**src/rtl/threshold_table_loader.sv**
```systemverilog
// Threshold table loader: serial divider fills the comparator result RAM.
// Optional: THR_LOADER_EARLY_SAT_EN skips the divider once entries saturate.
module threshold_table_loader #(
    parameter int VECTOR_WIDTH = 920,
    parameter int CNT_WIDTH    = $clog2(VECTOR_WIDTH),
    parameter int FRAC_BITS    = 8
) (
    input  logic                 clk,
    input  logic                 rstn,
    input  logic                 i_Start,
    input  logic [FRAC_BITS-1:0] i_Threshold,
    output logic                 o_Busy,
    output logic                 o_Done,
    output logic                 o_TableValid,
    output logic [CNT_WIDTH-1:0] o_BRAM_Addr,
    output logic [CNT_WIDTH:0]   o_BRAM_Din,
    output logic                 o_BRAM_En,
    output logic                 o_BRAM_WrEn
);

    localparam int NW   = CNT_WIDTH + FRAC_BITS;
    localparam int RW   = FRAC_BITS + 1;
    localparam int EW   = CNT_WIDTH + 1;
    localparam int SW   = $clog2(NW + 1);
    localparam int SUMW = NW + 1;
    localparam logic [EW-1:0]        SAT  = '1;
    localparam logic [CNT_WIDTH-1:0] LAST = CNT_WIDTH'(VECTOR_WIDTH);

    typedef enum logic [2:0] {
        S_IDLE, S_INIT, S_DIV, S_WRITE, S_DONE
    } state_t;

    state_t               state_q, state_d;
    logic [CNT_WIDTH-1:0] c_q, c_d;
    logic [RW-1:0]        dn_q, dn_d;
    logic [NW-1:0]        num_q, num_d;
    logic [RW-1:0]        rem_q, rem_d;
    logic [SW-1:0]        step_q, step_d;
    logic                 valid_q, valid_d;

    logic [RW-1:0]   dn_start;
    logic [RW:0]     trial;
    logic            ge;
    logic [RW-1:0]   rem_sub;
    logic [SUMW-1:0] sum;
    logic [EW-1:0]   bound;

    assign dn_start = (RW'(1) << FRAC_BITS) - {1'b0, i_Threshold};

    // Restoring step: bring in next numerator bit, subtract if it fits
    assign trial   = {rem_q, num_q[NW-1]};
    assign ge      = trial >= {1'b0, dn_q};
    assign rem_sub = RW'(trial - {1'b0, dn_q});

    assign sum = SUMW'(num_q) + SUMW'(rem_q != '0) + SUMW'(c_q);

`ifdef THR_LOADER_EARLY_SAT_EN
    localparam int AW = EW + RW;
    logic [AW-1:0] acc_q, acc_d;
    logic          sat_q, sat_d;
    logic [AW-1:0] acc_nx;
    logic [AW-1:0] num_nx;
    logic          sat_nx;

    // acc tracks (2^EW-1-C)*Dn; entry C saturates iff C<<F exceeds it
    assign acc_nx = acc_q - AW'(dn_q);
    assign num_nx = (AW'(c_q) + AW'(1)) << FRAC_BITS;
    assign sat_nx = num_nx > acc_nx;
    assign bound  = (sat_q || sum > SUMW'(SAT)) ? SAT : sum[EW-1:0];
`else
    assign bound  = (sum > SUMW'(SAT)) ? SAT : sum[EW-1:0];
`endif

    always_ff @(posedge clk) begin
        if (!rstn) begin
            state_q <= S_IDLE;
            c_q     <= '0;
            dn_q    <= '0;
            num_q   <= '0;
            rem_q   <= '0;
            step_q  <= '0;
            valid_q <= 1'b0;
`ifdef THR_LOADER_EARLY_SAT_EN
            acc_q   <= '0;
            sat_q   <= 1'b0;
`endif
        end else begin
            state_q <= state_d;
            c_q     <= c_d;
            dn_q    <= dn_d;
            num_q   <= num_d;
            rem_q   <= rem_d;
            step_q  <= step_d;
            valid_q <= valid_d;
`ifdef THR_LOADER_EARLY_SAT_EN
            acc_q   <= acc_d;
            sat_q   <= sat_d;
`endif
        end
    end

    always_comb begin
        state_d     = state_q;
        c_d         = c_q;
        dn_d        = dn_q;
        num_d       = num_q;
        rem_d       = rem_q;
        step_d      = step_q;
        valid_d     = valid_q;
`ifdef THR_LOADER_EARLY_SAT_EN
        acc_d       = acc_q;
        sat_d       = sat_q;
`endif
        o_Busy      = 1'b0;
        o_Done      = 1'b0;
        o_BRAM_En   = 1'b0;
        o_BRAM_WrEn = 1'b0;
        o_BRAM_Addr = '0;
        o_BRAM_Din  = '0;
        unique case (state_q)
            S_IDLE: begin
                if (i_Start) begin
                    dn_d    = dn_start;
                    c_d     = '0;
                    valid_d = 1'b0;
                    state_d = S_INIT;
`ifdef THR_LOADER_EARLY_SAT_EN
                    acc_d   = (AW'(dn_start) << EW) - AW'(dn_start);
                    sat_d   = 1'b0;
`endif
                end
            end
            S_INIT: begin
                o_Busy  = 1'b1;
                num_d   = NW'(c_q) << FRAC_BITS;
                rem_d   = '0;
                step_d  = '0;
                state_d = S_DIV;
            end
            S_DIV: begin
                o_Busy = 1'b1;
                num_d  = {num_q[NW-2:0], ge};
                rem_d  = ge ? rem_sub : trial[RW-1:0];
                step_d = step_q + SW'(1);
                if (step_q == SW'(NW - 1)) begin
                    state_d = S_WRITE;
                end
            end
            S_WRITE: begin
                o_Busy      = 1'b1;
                o_BRAM_En   = 1'b1;
                o_BRAM_WrEn = 1'b1;
                o_BRAM_Addr = c_q;
                o_BRAM_Din  = bound;
                if (c_q == LAST) begin
                    valid_d = 1'b1;
                    state_d = S_DONE;
                end else begin
                    c_d     = c_q + CNT_WIDTH'(1);
                    state_d = S_INIT;
`ifdef THR_LOADER_EARLY_SAT_EN
                    acc_d   = acc_nx;
                    if (sat_q || sat_nx) begin
                        sat_d   = 1'b1;
                        state_d = S_WRITE;
                    end
`endif
                end
            end
            S_DONE: begin
                o_Done  = 1'b1;
                state_d = S_IDLE;
            end
            default: state_d = S_IDLE;
        endcase
    end

    assign o_TableValid = valid_q;

endmodule

```
**config.mk**
```make
export PLATFORM = sky130hd
export DESIGN_NAME = threshold_table_loader
export DESIGN_NICKNAME = d
export VERILOG_FILES = /design/src/rtl/threshold_table_loader.sv
export SDC_FILE = /design/constraint.sdc
export NUM_CORES = 1
export LEC_CHECK = 0
export ABC_AREA = 0
export CORE_MARGIN = 10
export CORE_UTILIZATION = 54
export CTS_CLUSTER_SIZE = 20
export DETAILED_ROUTE_END_ITERATION = 16
export HOLD_SLACK_MARGIN = 0.05
export PLACE_DENSITY = 0.86
export SLEW_MARGIN = 20
export SYNTH_ARGS = -nofsm -noshare
export SYNTH_HDL_FRONTEND = slang
export SYNTH_SLANG_ARGS = --single-unit
```
**constraint.sdc**
```tcl
create_clock -name clk -period 4.5 [get_ports clk]
set_clock_uncertainty 0.2 [all_clocks]
set_input_delay 0.675 -clock clk [delete_from_list [all_inputs] [get_ports clk]]
set_output_delay 0.675 -clock clk [all_outputs]
set_load 0.02 [all_outputs]
```
* Word level (Yosys, flattened, before mapping)
Cells that the tools add are included.
Operators by class: add/sub/neg operators 6, $lt $le $gt $ge 2, eq/ne operators 10, muxes and demuxes 20, reduce and logical (&&, ||, !) cells 9
Operator list (count):
- $pmux W18 S2 | 1
- $mux W10 | 3
- $mux W11 | 2
- $pmux W10 S2 | 1
- $add A18 B1 Y19 | 1
- $add A19 B10 Y19 | 1
- $gt A19 B11 Y1 const B | 1
- $pmux W9 S2 | 1
- $pmux W3 S4 | 1
- $add A10 B1 Y10 const B | 1
- $eq A10 B10 Y1 const B | 1
- $ge A10 B9 Y1 | 1
- $pmux W5 S2 | 1
- $mux W3 | 3
- $mux W9 | 1
- $reduce_bool A9 Y1 | 1
- $sub A9 B8 Y9 const A | 1
- $sub A9 B9 Y9 | 1
- $ne A2 B2 Y1 const B | 4
- $eq A3 B2 Y1 const B | 2
- $reduce_and A3 Y1 | 2
- $add A5 B1 Y5 const B | 1
- $eq A5 B5 Y1 const B | 1
- $mux W1 | 5
- 7 further kinds | 9
Storage, ports and cells: register bits after elaboration 55, bits of input ports 11

* Longest topological paths before layout
depth in word-level cells 6, mapped depth 13

* Worst setup path before layout
OpenSTA, ideal clock, no wires.
path kind register to output, start register rem_q[8], end output port o_BRAM_Din[10], arrival time 2.850 ns, data required time 3.625 ns, path slack 0.775 ns, stages on the path, launching flop included 14, buffers on the path 1, cell sequence dfxtp_1 -> nor4_1 -> nand2_1 -> nor4_1 -> fa_1 -> fa_1 -> nand2b_1 -> a21o_1 -> a31o_4 -> a21oi_4 -> nand4_1 -> o2111a_1 -> buf_6 -> a31oi_1
Between the ends: cells in the longest elaborated chain, start to end 6
RTL lines:
- start: declaration | RTL line 37 | logic [RW-1:0] rem_q, rem_d;
- start signal: assignment | RTL line 92 | rem_q <= rem_d;
- $reduce_bool A9 Y1 (*) | RTL line 55 | assign sum = SUMW'(num_q) + SUMW'(rem_q != '0) + SUMW'(c_q);
- $add A18 B1 Y19 (*) | RTL line 55
- $add A19 B10 Y19 (*) | RTL line 55
- $gt A19 B11 Y1 | RTL line 71 | assign bound = (sum > SUMW'(SAT)) ? SAT : sum[EW-1:0];
- $mux W11 (*) | RTL line 71
- $mux W11 (*) | RTL line 120 | unique case (state_q)
- end: declaration | RTL line 16 | output logic [CNT_WIDTH:0] o_BRAM_Din,
Mark *: on every way between the ends. The rest lies on a longest branch, timed or not.

* Final worst setup path
start register rem_q[8], end output port o_BRAM_Din[0]
Same word-level chain as after synthesis.

==> run metrics <==
fmax=approximately 230 MHz; final design instance area without fill=4160 um2; largest area contributor in the netlist=sky130_fd_sc_hd__dfxtp_1; FFs w/ async S/R, synth=0%; level count of the clock H-tree=2; Core Area=6460 um2; CTS Buf Count=5; total of fill cells in the finished design=555; Final #Nets=541; biggest fanout along the worst timing path=6; start of the worst register-to-register path=num_q[17]$_SDFFE_PN0N_; routed length per placed instance=15.7 um; post-synthesis instance area=3650 um2; post-synth cell types=56; complex-gate fraction of the synthesized area=22.5%; worst setup path startpoint=rem_q[8]$_SDFFE_PN0N_; antenna violations before repair=0; Critical Setup Path Class=flop to primary output; GRT overflow=0; starting utilization of the core area=between 50% and 60%; Power per Cell Area=approximately 490 nW/um2; routability-driven placement congestion ratio=0.896; fraction of synthesized cell area taken by the top area cell type=a little under a third; outcome=completed; final count of negative-setup-slack endpoints=0; layout cell share with drive strength beyond 1=8.71%; final worst path period share=~97%; beginning of the worst hold path=o_TableValid$_SDFFE_PN0P_; DP Wirelength=slightly below 7000 um; synthesized instance count=474; setup slack of the worst register-to-register path=approximately 1.8 ns; worst path arrival time=3.48 ns; vias post-DR=3487; Worst VDD drop=402 uV; hold buffer count at CTS=0; Crit Reg-Reg Endpoint=rem_q[6]$_SDFFE_PN0N_; area post-placement=~4100 um2; element type at the critical path start=flop; leading register cell type out of synthesis=sky130_fd_sc_hd__dfxtp_1; Die Span Y=slightly above 100 um; maximum buffer depth of the clock tree=2; Worst Reg2Reg Path Length in Cells=10; proportion of synthesized chip area in sequential cells=30.2%; total length of routed wires=about 9000 um; number of warnings reported in the yosys synthesis log=0; adder and majority cell fraction of the synthesized area=9.53%; worst hold path type=flop to flop; worst rel slew slack=38.2%; top post-synthesis cells by area=sky130_fd_sc_hd__dfxtp_1 30%, sky130_fd_sc_hd__nor2_1 7.9%, sky130_fd_sc_hd__ha_1 7.9%; number of buffer cells added on primary ports=36; post-synthesis register bit count=55; overall global routing resource usage=around 17%; via-per-instance ratio=5.99; number of enable flip-flop cells after synthesis=0; number of sinks driven by the clock tree=55; global-route wire length before repair=15000 um; Remaining DRCs=0; clock period minus worst slack=4.36 ns; overall die area=~10000 um2; initial drt markers=284; Fin. Hold Viols=0; mux share of post-synthesis cell area=2.26%; number of top-level design ports=37; XOR/XNOR share of the synthesized area=6.24%; Avg Cell Area, Syn=a little under 8 um2; total iterations of the first detailed-routing run=5; Required @ worst endpoint=3.62 ns; final antenna-violating net count=0; via count of the first global-routing pass=~3200; clock input transition at the sequential cells of the worst setup and hold paths=around 0.11 ns; number of max-cap violations=0; main combinational cell family by area after synthesis=simple AND/OR/NAND/NOR gates; pin count of the biggest net entering global routing=38; synthesized net count=511; crit path capture type=primary output; transition at the pin with the smallest max-transition slack=0.927 ns; Fin Hold WS=between 0.2 and 0.3 ns; area overhead of the layout relative to synthesis=14.1%; worst setup path end=o_BRAM_Din[0]; clock root buffer=sky130_fd_sc_hd__clkbuf_8; number of antenna repair diodes=0; x dimension of the die=102 um; post-synthesis simple-gate area fraction=around a quarter; cell row count=29; Clock Latency Late Sink=0.31 ns; leakage dissipation=1.59 nW; final max-slew violation count=0; clock tree from TritonCTS=yes
[cell families (layout without fill, tap and decap cells)]
logic type	count (synthesis)	in the layout
XOR/XNOR	26	26
AND/OR/NAND/NOR	193	193
buffers and inverters	43	73
adder cells (fa/ha/maj)	26	26
multiplexers	7	7
flip-flops	55	55
AO/OA/AOI/OAI	124	125
[cell usage after synthesis, types with 11 or more instances]
cell type                  instances
sky130_fd_sc_hd__ha_1             23
sky130_fd_sc_hd__a21oi_1          40
sky130_fd_sc_hd__xor2_1           16
sky130_fd_sc_hd__o21ai_0          19
sky130_fd_sc_hd__nand2_1          57
sky130_fd_sc_hd__nor2_1           77
sky130_fd_sc_hd__dfxtp_1          55
sky130_fd_sc_hd__inv_1            20
sky130_fd_sc_hd__clkbuf_1         12
sky130_fd_sc_hd__and2_1           11
sky130_fd_sc_hd__a31oi_1          15
[layout by cell type, fill, tap and decap left out, types with 6 or more instances in the layout]
cell / netlist / routed
sky130_fd_sc_hd__xnor2_1: 10 / 10
sky130_fd_sc_hd__and2_1: 11 / 11
sky130_fd_sc_hd__o21ai_0: 19 / 19
sky130_fd_sc_hd__buf_4: 1 / 7
sky130_fd_sc_hd__nand4_1: 8 / 8
sky130_fd_sc_hd__dfxtp_1: 55 / 49
sky130_fd_sc_hd__a31oi_1: 15 / 15
sky130_fd_sc_hd__nor3_1: 7 / 6
sky130_fd_sc_hd__nand2_1: 57 / 57
sky130_fd_sc_hd__nor2_1: 77 / 76
sky130_fd_sc_hd__xor2_1: 16 / 16
sky130_fd_sc_hd__a22oi_1: 7 / 7
sky130_fd_sc_hd__clkdlybuf4s50_1: 0 / 25
sky130_fd_sc_hd__ha_1: 23 / 23
sky130_fd_sc_hd__inv_1: 20 / 20
sky130_fd_sc_hd__a311oi_1: 10 / 10
sky130_fd_sc_hd__a21oi_1: 40 / 40
[worst min-delay path by stage]
| stage | endpoint | slack [ns] | cells after the start |
|---|---|---|---|
| 3_3_place_gp | step_q[4]$_SDFFE_PN0N_ | 0.24 | 1 |
| 5_1_grt | o_TableValid$_SDFFE_PN0P_ | 0.29 | 2 |
| 2_1_floorplan | step_q[4]$_SDFFE_PN0N_ | 0.22 | 1 |
| 4_1_cts | o_TableValid$_SDFFE_PN0P_ | 0.27 | 2 |
| 6_report | o_TableValid$_SDFFE_PN0P_ | 0.27 | 2 |
| 3_5_place_dp | o_TableValid$_SDFFE_PN0P_ | 0.25 | 2 |
[through the flow]
stage / instances / TNS, ns / utilization (%) / worst slack (ns) / power (mW)
5_1_grt: 582 / -0.0162 / 64.5 / -0.0119 / 2.19
3_5_place_dp: 571 / 0 / 62.7 / 0.0598 / 1.68
2_1_floorplan: 474 / 0 / - / 0.775 / 1.47
3_3_place_gp: 571 / 0 / 62.7 / 0.180 / 1.65
6_report: 582 / 0 / 64.5 / 0.142 / 2.03
4_1_cts: 579 / 0 / 64.0 / 0.0452 / 1.96
[layer usage]
layer	wire, um	part of all wire [%]	vias to the layer above	GRT usage, %
li1	-	-	1739	-
met1	3990	44	1616	22.1
met2	4470	49	124	29.1
met3	585	6.4	8	3.37
met4	78	0.85	0	3.90
met5	0	0	-	0
[state kept, by name, summed over array words and instances (netlist names)]
signal,cells
num_q,18
state_q,3
c_q,10
step_q,5
rem_q,9
o_TableValid,1
dn_q,9
[timing repair]
action,4_1_cts,5_1_grt
pin swaps,0,2
gates resized for setup,13,27
setup buffers,0,2
gates cloned,0,1
setup endpoints to repair,11,11
[cell type report]
class                   instances  area (um2)  share of cell area, %
multi-input cells             377        2400                   57.6
flip-flops and latches         55        1110                   26.7
repair buffers                 43         380                   9.14
well taps                      77        96.3                   2.31
inverters                      22        82.6                   1.98
clock buffers                   5        68.8                   1.65
clock inverters                 3        23.8                  0.571
[worst max-delay path, stage by stage (launching register included)]
cell and delay [ns]:
sky130_fd_sc_hd__dfxtp_4 0.40, sky130_fd_sc_hd__nor4_1 0.06, sky130_fd_sc_hd__nand2_1 0.07, sky130_fd_sc_hd__nor4_1 0.06
sky130_fd_sc_hd__fa_1 0.40, sky130_fd_sc_hd__fa_1 0.42, sky130_fd_sc_hd__nand2b_1 0.18, sky130_fd_sc_hd__a21o_1 0.19
sky130_fd_sc_hd__a31o_4 0.25, sky130_fd_sc_hd__a21oi_4 0.16, sky130_fd_sc_hd__mux2i_2 0.27, sky130_fd_sc_hd__o2111a_2 0.29
sky130_fd_sc_hd__a31oi_1 0.10, sky130_fd_sc_hd__dlygate4sd2_1 0.34
[report_power, final]
group	internal (mW)	switching, mW	total (mW)
registers	0.568	0.110	0.678
clock network	0.113	0.166	0.279
logic	0.434	0.638	1.07
No activity file was read; power rests on OpenSTA's default activity.
==> edit 1, RTL diff (same settings) <==
Encoding of `state_t`: now Gray code (3 bits for 5 states).
--- a/src/rtl/threshold_table_loader.sv
+++ b/src/rtl/threshold_table_loader.sv
@@ -28,5 +28,5 @@
 
     typedef enum logic [2:0] {
-        S_IDLE, S_INIT, S_DIV, S_WRITE, S_DONE
+        S_IDLE = 3'b000, S_INIT = 3'b001, S_DIV = 3'b011, S_WRITE = 3'b010, S_DONE = 3'b110
     } state_t;
 
Behaviour: same outputs for any inputs over 10 cycles, from zero or initial values and one cycle with rstn low; not proved beyond that.
==> edit 1 against the original RTL <==
Die area grew 3.3%; cell area increased by 5.6%; worst hold slack worse by 15 ps; worst setup slack improved by 3.0 ps; area after synthesis grew 4.1%; sequential cell count is the same; count of clock-buffer cells in the layout is 1 higher; routed wire length increased by 7.1%; core utilization down 0.093 points; first-iteration DRC count increased by 11%.
Power is not compared: it rests on default switching activity, and its combinational part moved more than twofold at a synthesized area within 25%.
==> edit 1: results (changes against the original RTL) <==
GRT
  • Gr usage total: 17.2% (-0.057 points)
  • Initial antenna violation count: 0 (unchanged)
  • First-pass GRT wire length: 16100 µm (+7.3%)
  • Largest net degree at the start of global routing: 41 (+7.9%)
  • Vias in the first global route: 3423 (+6.5%)

Outcome
  • Run status: finished clean

Synth
  • Commonest register cell after synthesis: dfxtp_1
  • Syn nets: 513 (+0.39%)
  • Synth top cells by count: nand2_1, dfxtp_1, nor2_1
  • Top cells by area, synth: dfxtp_1, ha_1, nand2_1
  • Synth cell types: 61 (+8.9%)
  • Seq/Total Area, Yosys: 29.0% (-1.2 points)

Route
  • Post-route ant nets: 0 (unchanged)
  • Vias: 3586 (+2.8%)
  • DR WL/cell: 16.0 µm (+2.3%)
  • 1st-iter DRT viols: 314 (+11%)

Clocking
  • Number of CTS-inserted buffers: 5 (unchanged)

Layout
  • NumNets Final: 549 (+1.5%)
  • Fillers: 593 (+6.8%)
  • Layout cells sized above 1: 15.0% (+6.3 points)

Placed design
  • Post-Place Cell Area: 0.00428 mm² (+5.6%)
  • Post-detail-place hpwl: 7170 µm (+3.1%)
  • Placer's final routability congestion estimate: 0.891 (-0.48%)

Power and ir drop
  • VDD IR max: 0.000234 V
  • Leak Pwr: 1.78 nW

Floorplan
  • CORE AREA: 0.00683 mm² (+5.8%)

Setup path
  • Worst-path maximum fanout: 4 (-2)

Timing
  • Slew margin rel.: 56.4% (+18 points)
edit 1: power by group:
| part | switching [mW] | internal, mW |
|---|---|---|
| Clock | 0.172 | 0.126 |
| Combinational | 0.162 | 0.121 |
| Sequential | 0.0233 | 0.503 |
| Total | 0.357 | 0.750 |
edit 1: worst max-delay path: stages (launching register included):
cell and delay (ps):
dfxtp_2 360, nor4_4 280, nand2_2 100, nor4_4 280, fa_2 290, fa_2 240
nor2b_4 50, o211ai_1 260, a21boi_2 120, buf_4 150, a21oi_2 170, nor3b_1 80
o22ai_1 170, a41o_1 230, buf_4 150, o21ai_0 80, buf_2 170
edit 1: final timing paths:
path,start,to,slack [ps],cells after the start
min,dn_q[2],dn_q[2],260,2
min reg2reg,dn_q[2],dn_q[2],260,2
max,rem_q[8],o_BRAM_Din[10],140,16
max reg2reg,num_q[17],rem_q[3],1560,9
edit 1: cell families (layout without fill, tap and decap cells):
kind of cell	after synthesis	in the layout	share of synthesized area (%)
xor gates and xnor gates	26	26	5.99
AOI/OAI and AO/OA	123	123	21.5
DFF	55	55	29.0
muxes	20	20	5.47
and+or+nand+nor	182	182	24.1
adders and majority gates	26	26	9.15
buffers and inverters	44	81	4.84
edit 1: metal layers:
metal,share of wire (%),vias to the layer above,GRT usage [%]
li1,-,1758,-
met1,43,1667,21.5
met2,49,137,29.3
met4,2.3,0,5.37
met5,0,-,0
met3,6.3,24,2.73
edit 1: timing repair:
item | 4_1_cts | 5_1_grt
setup buffers | 1 | 3
resized for setup | 12 | 41
pin swaps | 0 | 7
endpoints found under the setup margin | 11 | 11
edit 1: layout make-up:
type                       count  area, µm²  area share (%)
clock buffer                   6       82.6            1.88
clock inverter                 2       16.3           0.370
inverter                      20       75.1            1.71
multi-input combinational    377       2560            58.3
sequential                    55       1100            25.1
tap                           96        120            2.73
timing repair buffer          53        437            9.93
edit 1: metrics by stage:
stage | setup TNS, ps | std cells | setup slack, ps
5_1_grt | -390 | 609 | -63.5
4_1_cts | 0 | 606 | 11.3
2_1_floorplan | 0 | 476 | 885
3_3_place_gp | 0 | 597 | 174
3_5_place_dp | 0 | 597 | 46.4
6_report | 0 | 609 | 145
==> edit 2, RTL diff (config.mk and constraints unchanged) <==
Without the edit above. Build with the macro `THR_LOADER_EARLY_SAT_EN` defined.
--- a/src/rtl/threshold_table_loader.sv
+++ b/src/rtl/threshold_table_loader.sv
@@ -1,4 +1,6 @@
 // Threshold table loader: serial divider fills the comparator result RAM.
 // Optional: THR_LOADER_EARLY_SAT_EN skips the divider once entries saturate.
+`define THR_LOADER_EARLY_SAT_EN
+
 module threshold_table_loader #(
     parameter int VECTOR_WIDTH = 920,
Formal check against the unedited RTL: no difference found for any inputs over 10 cycles, from zero or initial values and one cycle with rstn low; that may be too few to reach the edited logic, so the function may still have changed.
==> edit 2 against the original RTL <==
Sequential cell count rose by 21; maximum frequency rose by 2.0%; cell count increased by 64%; sequential share of layout area down 4.6 points; area after synthesis is 67% higher; routed wire length is 79% higher; worst hold slack worse by 10 ps; worst setup slack gained 86 ps; total power grew 37%; cell area up 66%; critical path type is now register to register; register-to-register slack worse by 1600 ps.
==> edit 2: results (changes against the original RTL) <==
Outcome
  • Run status: finished clean

Layout
  • Fillers: 934 (+68%)
  • Fin cells: 956 (+64%)
  • NumNets Final: 869 (+61%)
  • Layout cells sized above 1: 5.02% (-3.7 points)
  • Top Registers: acc_q x20, num_q x18, c_q x10

Placed design
  • Placed Cells: 940 (+65%)
  • Post-detail-place hpwl: 11600 µm (+67%)
  • Placer's final routability congestion estimate: 0.940 (+5.0%)
  • # port buffers: 36 (unchanged)

Power and ir drop
  • VDD IR max: 0.000306 V (-24%)
  • Leak Pwr: 2.90 nW (+82%)
  • Sw Share: 37.0% (-8.0 points)

Synth
  • Synth Area in Compound Gates: 25.0% (+2.5 points)
  • Seq/Total Area, Yosys: 25.0% (-5.2 points)
  • XOR/XNOR Fraction of Synth Area: 7.77% (+1.5 points)
  • Synth cell types: 64 (+14%)
  • Post-synthesis mux area share: 1.48% (-0.78 points)
  • Number of flops mapped to enable cells by yosys: 0 (unchanged)
  • Avg Cell Area, Syn: 7.57 µm² (-1.7%)
  • Top cells by area, synth: dfxtp_1, ha_1, nand2_1
  • Syn nets: 862 (+69%)
  • Post-synthesis adder-cell area fraction: 10.2% (+0.62 points)
  • Synth top cells by count: nand2_1, dfxtp_1, o21ai_0
  • Async set-reset flop share out of synthesis: 0% (unchanged)
  • Commonest register cell after synthesis: dfxtp_1
  • Cell count after synthesis: 804 (+70%)

Worst hold path
  • Hold crit path type: register to register
  • Hold depth: 1 (-1)

GRT
  • Vias in the first global route: 5484 (+71%)
  • Initial antenna violation count: 0 (unchanged)
  • Gr usage total: 19.9% (+2.7 points)
  • First-pass GRT wire length: 27100 µm (+81%)
  • Grt met2 use: 31.7% (+2.5 points)
  • Largest net degree at the start of global routing: 53 (+39%)
  • GRT met3 Usage: 3.48% (+0.11 points)
  • GR Util met1: 26.5% (+4.4 points)

Route
  • Pre-antenna DRT Iters: 5 (unchanged)
  • DR WL/cell: 17.1 µm (+9.2%)
  • 1st-iter DRT viols: 581 (+100%)
  • Vias per std cell: 6.21 (+3.7%)

Clocking
  • Clock-pin slew on the worst setup and hold paths: 60 ps (-50 ps)
  • CTS root buf: clkbuf_16
  • Number of CTS-inserted buffers: 9 (+4)
  • Clock Latency Late Sink: 340 ps (+30 ps)
  • H-tree lvl count: 3 (+1)

Setup path
  • Reg-to-reg endpoint: state_q[1]
  • Reg-to-reg slack, setup: 230 ps (-1570 ps)
  • Critical path arrival: 4260 ps (+780 ps)
  • Worst-path maximum fanout: 4 (-2)
  • Reg-to-Reg Start: dn_q[0]
  • R2R depth: 15 (+5)
  • CP max stage delay: 430 ps
  • Critical Setup Path Class: register to register

Timing
  • Slew @ Worst Pin: 1000 ps (+74.8 ps)
edit 2: changes by cell type in the layout (fill, tap and decap cells not counted), moves of 18 or more:
cell / unedited run / this run
dfxtp_1: 49 / 76
ha_1: 23 / 43
nand2_1: 57 / 88
nand3_1: 3 / 24
nor2_1: 76 / 54
nor2b_1: 4 / 28
o21ai_0: 19 / 61
xnor2_1: 10 / 28
edit 2: repair_timing:
item | in CTS | in global routing
gates resized for setup | 1 | 14
setup endpoints to repair | 11 | 13
hold endpoints to repair | 0 | 0
gates cloned | 0 | 0
edit 2: worst min-delay path by stage:
stage | start | end | slack, ps
floorplan | step_q[4] | step_q[4] | 220
global route | step_q[4] | step_q[4] | 290
CTS | step_q[4] | step_q[4] | 260
detailed placement | step_q[4] | step_q[4] | 250
global placement | step_q[4] | step_q[4] | 240
finish | step_q[4] | step_q[4] | 260
edit 2: layout make-up:
type / count / area share (%)
Multi-Input combinational cell: 647 / 61.8
Inverter: 28 / 1.52
Sequential cell: 76 / 22.0
Clock inverter: 4 / 1.38
Tap cell: 140 / 2.54
Timing Repair Buffer: 49 / 6.96
Clock buffer: 12 / 3.72
edit 2: per-layer routing:
layer  share of wire (%)  vias to the layer above
li1                    -                     2912
met1                  46                     2750
met2                  45                      249
met3                 7.1                       30
met4                 1.9                        0
met5                   0                        -
edit 2: logic make-up (layout without fill, tap and decap cells):
logic type | count (synthesis) | count (layout)
AOI/OAI and AO/OA | 232 | 232
xor gates and xnor gates | 54 | 54
adders and majority gates | 47 | 47
buffers and inverters | 81 | 93
DFF | 76 | 76
muxes | 9 | 9
and+or+nand+nor | 305 | 305
edit 2: worst reg2reg max path, stage by stage (launching register included):
cell and delay [ps]:
dfxtp_1 380, ha_1 190, inv_1 60, fa_1 430
a211oi_2 300, o211ai_1 210, a21boi_1 360, nand2_1 170
xor2_1 180, ha_1 310, nand4b_1 130, nor2_1 120
nand4_1 90, or4_1 400, o311ai_0 430, a21boi_0 170
edit 2: power by group through the flow:
stage | Sequential, mW | Clock, mW | Combinational, mW
global placement | 0.820 | 0 | 1.05
global route | 0.820 | 0.890 | 1.23
floorplan | 0.792 | 0 | 0.819
detailed placement | 0.822 | 0 | 1.06
finish | 0.813 | 0.861 | 1.11
CTS | 0.808 | 0.856 | 1.09
edit 2: per-stage QoR:
stage / hold slack [ps] / cell area (µm²) / setup TNS, ps / setup WS (ps) / total power, mW
after floorplan: 223 / 6090 / 0 / 682 / 1.61
after global placement: 241 / 6500 / 0 / 316 / 1.87
after detailed placement: 253 / 6500 / 0 / 113 / 1.89
after CTS: 258 / 6860 / 0 / 0.701 / 2.75
after global routing: 291 / 6900 / -13.5 / -13.5 / 2.94
final: 260 / 6900 / 0 / 228 / 2.79
